**src/rtl/spi_master_clkgen.sv**
```systemverilog
// SPI clock generator: divides clk by 2*(target+1) into a 50%-duty spi_clk,
// with one-cycle look-ahead strobes for the rising and falling spi_clk edges.
module spi_master_clkgen (
    input  logic       clk,
    input  logic       rstn,
    input  logic       en,
    input  logic [7:0] clk_div,
    input  logic       clk_div_valid,
    output logic       spi_clk,
    output logic       spi_rise,
    output logic       spi_fall
);

    localparam int CNT_W = 8;

    logic [CNT_W-1:0] target_q, target_d;
    logic [CNT_W-1:0] counter_q, counter_d;
    logic             spi_clk_q, spi_clk_d;
    logic             terminal;
    logic             active;

    // >= rather than == so a target shrunk below the running count ends the
    // current half-period on the next edge instead of wrapping the counter.
    assign terminal = (counter_q >= target_q);
    assign active   = en | spi_clk_q;

    always_comb begin
        target_d  = clk_div_valid ? clk_div : target_q;
        counter_d = counter_q;
        spi_clk_d = spi_clk_q;
        if (active) begin
            if (terminal) begin
                counter_d = '0;
                spi_clk_d = ~spi_clk_q;
            end else begin
                counter_d = counter_q + 1'b1;
            end
        end else begin
            counter_d = '0;
            spi_clk_d = 1'b0;
        end
    end

    always_ff @(posedge clk or negedge rstn) begin
        if (!rstn) begin
            target_q  <= '0;
            counter_q <= '0;
            spi_clk_q <= 1'b0;
        end else begin
            target_q  <= target_d;
            counter_q <= counter_d;
            spi_clk_q <= spi_clk_d;
        end
    end

    // Strobes are gated by rstn so they stay quiet while reset is held.
    assign spi_clk  = spi_clk_q;
    assign spi_rise = rstn & en & ~spi_clk_q & terminal;
    assign spi_fall = rstn & spi_clk_q & terminal;

endmodule

```
**config.mk**
```make
export PLATFORM = sky130hd
export DESIGN_NAME = spi_master_clkgen
export DESIGN_NICKNAME = d
export VERILOG_FILES = /design/src/rtl/spi_master_clkgen.sv
export SDC_FILE = /design/constraint.sdc
export NUM_CORES = 1
export LEC_CHECK = 0
export ABC_AREA = 1
export ABC_CLOCK_PERIOD_IN_PS = 2700
export CAP_MARGIN = 40
export CORE_MARGIN = 3
export CORE_UTILIZATION = 55
export DETAILED_ROUTE_END_ITERATION = 10
export GPL_ROUTABILITY_DRIVEN = 0
export PLACE_DENSITY = 0.88
export SKIP_CTS_REPAIR_TIMING = 1
export SYNTH_ARGS = -nofsm -noshare
export SYNTH_HDL_FRONTEND = slang
export SYNTH_SLANG_ARGS = --single-unit
```
**constraint.sdc**
```tcl
create_clock -name clk -period 2.7 [get_ports clk]
set_input_delay 0.54 -clock clk [delete_from_list [all_inputs] [get_ports clk]]
set_output_delay 0.54 -clock clk [all_outputs]
set_load 0.03 [all_outputs]
```
After elaboration in Yosys (flattened, before gate mapping):

Index checks and enable logic that the tools add are counted.
W data, S select, Z words.

* $add $sub $neg: 1
* $lt $le $gt $ge: 1
* eq/ne operators: 1
* multiplexer cells: 4
* bitwise logic cells: 7

Operators by type and width (number)
* $mux W8: 2
* $add A8 B1 Y8 const B: 1
* $ge A8 B8 Y1: 1
* $and A1 B1 Y1: 5
* $mux W1: 2
* $ne A2 B2 Y1 const B: 1
* $not A1 Y1: 1
* $or A1 B1 Y1: 1

* bits in registers: 17
* bits of input ports: 12
* output and inout bits: 3
* word-level logic and storage cells: 17

Logic depth before layout (Yosys ltp):

Gate-level depths: netlist of the first run.

* depth in word-level cells: 3
* mapped depth: 11
* mapped depth without buffers: 11

Least setup slack after synthesis of the first run:

Ideal clock, no wire load.

* path kind: reg2out
* start: reg counter_q[3]
* end: out spi_fall
* arrival time: 1.563 ns
* data required time: 2.160 ns
* path slack: 0.597 ns
* stages on the path, launching flop included: 10
* buffers on the path: 0
* cell sequence: dfrtp_1 ha_1 nand2_1 nor2_1 nor2_1 nand2_1 nand2_2 nand2_2 nand2_1 nor2_1

* cells in the longest elaborated chain, start to end: 2

Ends and longest elaborated chain
* from (decl): line 17 `logic [CNT_W-1:0] counter_q, counter_d;`
* from (signal assigned): line 51 `counter_q <= counter_d;`
* $ge A8 B8 Y1: line 24 `assign terminal = (counter_q >= target_q);`
* $and A1 B1 Y1: line 59 `assign spi_fall = rstn & spi_clk_q & terminal;`
* to (decl): line 11 `output logic spi_fall`

Every way passes these cells.

Final worst setup path of the first run:

* start: reg counter_q[3]
* end: out spi_rise

* cells in the longest elaborated chain, start to end: 2

Ends and longest elaborated chain
* $ge A8 B8 Y1: line 24
* $and A1 B1 Y1: line 58 `assign spi_rise = rstn & en & ~spi_clk_q & terminal;`
* to (decl): line 10 `output logic spi_rise,`

Every way passes these cells.

==> results.yml, run 1 <==
die:
  num_io_pins: 15
  dieArea_sq_um: 2330
  die_height_um: 48.3
  die_x_um: 48.3
  initial_utilization_pct: 61.7
  core_area_sq_um: 1590
  rows: 14
cts:
  clock-sinks: 17
  clkLatencyLatePin_ps: 280
  root_buffer: "clkbuf_4"
  clkTransAtPathRegs_ps: 90
  cts.path.max_buffers: 2
  cts_made_buffers: 3
  cts_tree: "yes"
  cts_max_level: 1
place:
  dpl-instance-area_sq_um: 1150
  hpwl_um: 1380
  place_ws_ps: 633
  numPortBuffers: 14
timing:
  fin_worst_skew_ps: 5.66
  tns_ps: 0
  final.min_clock_period_ps: 2390
  drv_slew: 0
  fin_crit_sh_pct: 88.5
  timing.fmax_mhz: 418
  relSlewSlack_pct: 72.2
  setup_slack_ps: 310
  rsz0062_at_grt: "no"
  setup_violations: 0
  tightestPinTransition_ps: 416
  finalHoldViolCount: 0
global_routing:
  track_usage_pct: 17.5
  antenna_found_initial: 0
  grt_pass1_vias: 681
  grt_max_degree: 18
  grt_overflow: 0
  grt_pass1_wl_um: 2770
synth:
  syn_avg_cell_area_sq_um: 8.63
  ys_seq_area_share_pct: 43.3
  ys_ff_latch: 17
  yosys.area.top_type: "dfrtp_1"
  synth_top_area_share_pct: 43.3
  syn_inst: 114
  netlist_area_sq_um: 983
  yosys_warnings: 0
  syn_nets: 135
  ys_top_cells_by_area: "dfrtp_1, ha_1, nand2_1, inv_1, nor2_2"
  ys_types: 19
setup_path:
  cp_data_required_time_ps: 2160
  critPathArrivalTime_ps: 1850
  max_stage_delay_ps: 440
  rr_startpoint: "counter_q[3]$_DFF_PN0_"
  critPathKind: "reg2out"
  cp_num_buf_inv: 1
  r2r_end: "counter_q[3]$_DFF_PN0_"
  path_cells: "ha_1, nand2_1, nor2_1, nor2_1, nand2_1, nand2_2, nand2_2, nand2_1, nor2_1, buf_4"
  worstRegToRegCells: 8
  crit_fanout: 5
  cp-start-kind: "flip-flop"
  path_delay_family: "simple AND/OR/NAND/NOR gates"
  critPathSlowestCell: "dfrtp_1"
  endpoint_kind: "output pin"
  worst-path-stages: 10
  regToRegSetupSlack_ps: 1180
power:
  ir_drop_mv: 0.474
  powerDensity_nw_per_um2: 621
  leakage_nw: 0.589
routing:
  drc: 0
  dr_total_vias: 741
  routedWlPerCell_um: 11.3
  routed_via_density: 4.75
  drt_iter0_drc: 6
  dr.pass1.iters: 4
  ant_nets: 0
  wl_um: 1770
layout:
  post-route-util_pct: 73.9
  final_cell_area_sq_um: 1180
  regArea_sq_um: 425
  multi_input_area_sq_um: 485
  drive_above_1_share_pct: 18.2
  fillCellCount: 109
  antenna_cells: 0
  area_growth_pct: 19.7
  nNetsFinal: 154
flow_run:
  cap_violations: 0
worst_hold_path:
  whs_endpoint: "counter_q[0]$_DFF_PN0_"
  hold_path.class: "reg2reg"
  min_from: "counter_q[0]$_DFF_PN0_"
  hold_depth: 1
outcome:
  outcome: "complete, no violations"
## cells in the mapped netlist
| cell type | count |
|---|---|
| nand3b_4 | 1 |
| inv_2 | 1 |
| nand2_1 | 27 |
| buf_2 | 1 |
| nor2_2 | 9 |
| xor2_1 | 3 |
| nand2_2 | 3 |
| xnor2_1 | 2 |
| o21ai_0 | 7 |
| a21oi_1 | 2 |
| ha_1 | 9 |
| nor2_1 | 7 |
| o21a_2 | 1 |
| nand3_1 | 4 |
| dfrtp_1 | 17 |
| nand3_2 | 1 |
| inv_1 | 17 |
| nor2_4 | 1 |
| mux2_2 | 1 |
## power breakdown
part           internal [mW]  total, mW  leakage [nW]  switching, mW
combinational          0.113      0.265         0.356          0.151
clock                 0.0573      0.135        0.0150         0.0777
sequential             0.294      0.331         0.218         0.0369
total                  0.465      0.731         0.589          0.266
## sequential cells by signal, indices dropped and copies added (netlist names)
name and flops:
counter_q 8, target_q 8, spi_clk 1
## metal layers
layer,vias to the layer above,wire (um),global-route usage (%)
li1,387,-,-
met1,332,801,20.8
met2,18,820,29.7
met3,4,114,4.80
met4,0,32,6.45
met5,-,0,0
## cells in the final DEF (no fill, tap or decap)
| master | n |
|---|---|
| a21oi_1 | 2 |
| buf_4 | 3 |
| clkbuf_1 | 1 |
| clkbuf_4 | 3 |
| clkdlybuf4s50_1 | 12 |
| dfrtp_1 | 17 |
| ha_1 | 9 |
| inv_1 | 17 |
| inv_2 | 1 |
| mux2_2 | 1 |
| nand2_1 | 27 |
| nand2_2 | 3 |
| nand3_1 | 4 |
| nand3_2 | 1 |
| nand3b_4 | 1 |
| nor2_1 | 7 |
| nor2_2 | 9 |
| nor2_4 | 1 |
| o21a_2 | 1 |
| o21ai_0 | 7 |
| xnor2_1 | 2 |
| xor2_1 | 3 |
## worst max-delay path by stage
stage	start	slack (ps)	to
final	counter_q[3]$_DFF_PN0_	310	spi_rise
after detailed placement	counter_q[3]$_DFF_PN0_	630	spi_rise
after global routing	counter_q[3]$_DFF_PN0_	190	spi_fall
after CTS	counter_q[3]$_DFF_PN0_	320	spi_rise
after floorplan	counter_q[3]$_DFF_PN0_	600	spi_fall
after global placement	counter_q[3]$_DFF_PN0_	730	spi_rise
## final cells by class
type / instances / share of cell area, %
Multi-Input combinational cell: 78 / 41.2
Sequential cell: 17 / 36.1
Timing Repair Buffer: 15 / 12.1
Inverter: 18 / 5.74
Tap cell: 24 / 2.55
Clock buffer: 4 / 2.23
## cells by family after synthesis
logic type | share of synthesized area [%]
muxes | 1.14
xor gates and xnor gates | 4.45
and+or+nand+nor | 26.8
adders and majority gates | 11.5
buffers and inverters | 7.38
DFF | 43.3
AOI/OAI and AO/OA | 5.47
## worst reg2reg max path: stages (launching register included)
cell and delay, ps:
dfrtp_1 440, ha_1 330, nand2_1 100, nor2_1 50, nor2_1 80, nand2_1 70
nand2_2 120, nand3b_4 160, nor2_2 120
## through the flow
stage	std cells	hold WS, ps	power (mW)
after floorplan	114	244	0.522
after global placement	152	474	0.586
after detailed placement	152	477	0.602
after CTS	156	491	0.736
after global routing	156	531	0.786
final	156	489	0.731
Power figures use the tool's default switching activity.
==> run 2, diff against run 1 <==
--- a/config.mk
+++ b/config.mk
@@ -9,10 +9,10 @@
 export ABC_CLOCK_PERIOD_IN_PS = 2700
 export CAP_MARGIN = 40
 export CORE_MARGIN = 3
-export CORE_UTILIZATION = 55
+export CORE_UTILIZATION = 56
 export DETAILED_ROUTE_END_ITERATION = 10
 export GPL_ROUTABILITY_DRIVEN = 0
-export PLACE_DENSITY = 0.88
+export PLACE_DENSITY = 0.89
 export SKIP_CTS_REPAIR_TIMING = 1
 export SYNTH_ARGS = -nofsm -noshare
 export SYNTH_HDL_FRONTEND = slang
==> run 2 against run 1 <==
  * Non-clock buffer count stayed put
  * Largest power group unchanged
  * Highest routed layer unchanged
  * First-iteration DRC count grew to 2.8 times the previous value
  * Critical endpoint is now spi_fall
  * Die area is 1.6% lower
  * Global-route usage is 2.7 points higher
==> results.yml, run 2 (synthesis gave the netlist of run 1 again) <==
worst_hold_path:
  hold_path.class: "reg2reg"
setup_path:
  critPathSlowestCell: "dfrtp_1"
  crit_fanout: 5
  cp_data_required_time_ps: 2160
  regToRegSetupSlack_ps: 1180
  r2r_end: "counter_q[0]$_DFF_PN0_"
  cp_num_buf_inv: 1
  rr_startpoint: "counter_q[3]$_DFF_PN0_"
  worst-path-stages: 10
  critPathKind: "reg2out"
  path_delay_family: "simple AND/OR/NAND/NOR gates"
  crit_path_start: "counter_q[3]$_DFF_PN0_"
  path_cells: "ha_1, nand2_1, nor2_1, nor2_1, nand2_1, nand2_2, nand2_2, nand2_1, nor2_1, buf_4"
  crit_end: "spi_fall"
  endpoint_kind: "output pin"
  worstRegToRegCells: 8
  critPathArrivalTime_ps: 1930
  cp-start-kind: "flip-flop"
  max_stage_delay_ps: 450
routing:
  ant_nets: 0
  wl_um: 1940
  dr_total_vias: 786
  routed_via_density: 5.31
  drc: 0
  routedWlPerCell_um: 13.1
  drt_iter0_drc: 17
  dr.pass1.iters: 4
global_routing:
  antenna_found_initial: 0
  track_usage_pct: 20.2
  grt_pass1_wl_um: 3160
  grt_max_degree: 18
  grt_overflow: 0
  grt_pass1_vias: 780
layout:
  layout_common_cells: "nand2_1, inv_1, dfrtp_1"
  area_growth_pct: 18.8
  fillCellCount: 109
  final_common_cell: "nand2_1"
  drive_above_1_share_pct: 18.9
  nNetsFinal: 154
  final_cell_area_sq_um: 1170
  antenna_cells: 0
die:
  die_x_um: 47.9
  rows: 14
  core_area_sq_um: 1580
  die_height_um: 47.9
  initial_utilization_pct: 62.4
  num_io_pins: 15
  dieArea_sq_um: 2290
cts:
  cts_max_level: 1
  clkLatencyLatePin_ps: 300
  clkTransAtPathRegs_ps: 100
  cts.path.max_buffers: 2
  root_buffer: "clkbuf_4"
  clock-sinks: 17
  cts_made_buffers: 3
  cts_tree: "yes"
power:
  powerDensity_nw_per_um2: 627
  ir_drop_mv: 0.467
  leakage_nw: 0.592
timing:
  rsz0062_at_grt: "no"
  timing.fmax_mhz: 404
  tightestPinTransition_ps: 434
  finalHoldViolCount: 0
  setup_slack_ps: 226
  drv_slew: 0
  tns_ps: 0
  relSlewSlack_pct: 71.0
  fin_crit_sh_pct: 91.6
  fin_worst_skew_ps: 3.18
  setup_violations: 0
  final.min_clock_period_ps: 2470
place:
  numPortBuffers: 14
  dpl-instance-area_sq_um: 1140
  place_ws_ps: 606
  hpwl_um: 1470
flow_run:
  cap_violations: 0
outcome:
  outcome: "complete, no violations"
## run 2: cell types whose count changed in the layout (fill, tap and decap cells not counted), sizes merged
cell / before / now
clkinv: 0 / 1
clkbuf: 4 / 3
## run 2: per-stage QoR
| step | hold WS [ps] | std cells | power, mW | utilization [%] |
|---|---|---|---|---|
| after floorplan | 244 | 114 | 0.522 | - |
| after global placement | 477 | 144 | 0.586 | 72.4 |
| after detailed placement | 485 | 144 | 0.601 | 72.4 |
| after CTS | 501 | 148 | 0.739 | 74.1 |
| after global routing | 523 | 148 | 0.790 | 74.1 |
| final | 501 | 148 | 0.733 | 74.1 |
## run 2: power breakdown
group / leakage [nW] / switching (mW) / internal [mW]
clock network: 0.0177 / 0.0810 / 0.0552
logic: 0.356 / 0.150 / 0.113
registers: 0.218 / 0.0400 / 0.294
total: 0.592 / 0.271 / 0.462
## run 2: final cells by class
class | count | area [sq um] | area share (%)
Clock buffer | 3 | 22.5 | 1.93
Clock inverter | 1 | 5.00 | 0.428
Inverter | 18 | 67.6 | 5.78
Multi-Input combinational cell | 78 | 485 | 41.5
Sequential cell | 17 | 425 | 36.4
Tap cell | 16 | 20.0 | 1.71
Timing Repair Buffer | 15 | 143 | 12.2
## run 2: worst min path at each step
stage | from | end | slack, ps | cells past startpoint
after detailed placement | counter_q[0]$_DFF_PN0_ | counter_q[0]$_DFF_PN0_ | 480 | 1
after floorplan | rstn | counter_q[0]$_DFF_PN0_ | 240 | 0
after global placement | counter_q[0]$_DFF_PN0_ | counter_q[0]$_DFF_PN0_ | 480 | 1
after global routing | counter_q[0]$_DFF_PN0_ | counter_q[0]$_DFF_PN0_ | 520 | 1
after CTS | counter_q[0]$_DFF_PN0_ | counter_q[0]$_DFF_PN0_ | 500 | 1
final | counter_q[0]$_DFF_PN0_ | counter_q[0]$_DFF_PN0_ | 500 | 1
## run 2: per-layer routing
layer | vias up | global-route usage [%] | routed length [um]
met1 | 359 | 21.8 | 845
li1 | 389 | - | -
met4 | 0 | 11.3 | 45
met5 | - | 0 | 0
met3 | 6 | 4.14 | 100
met2 | 32 | 36.1 | 949
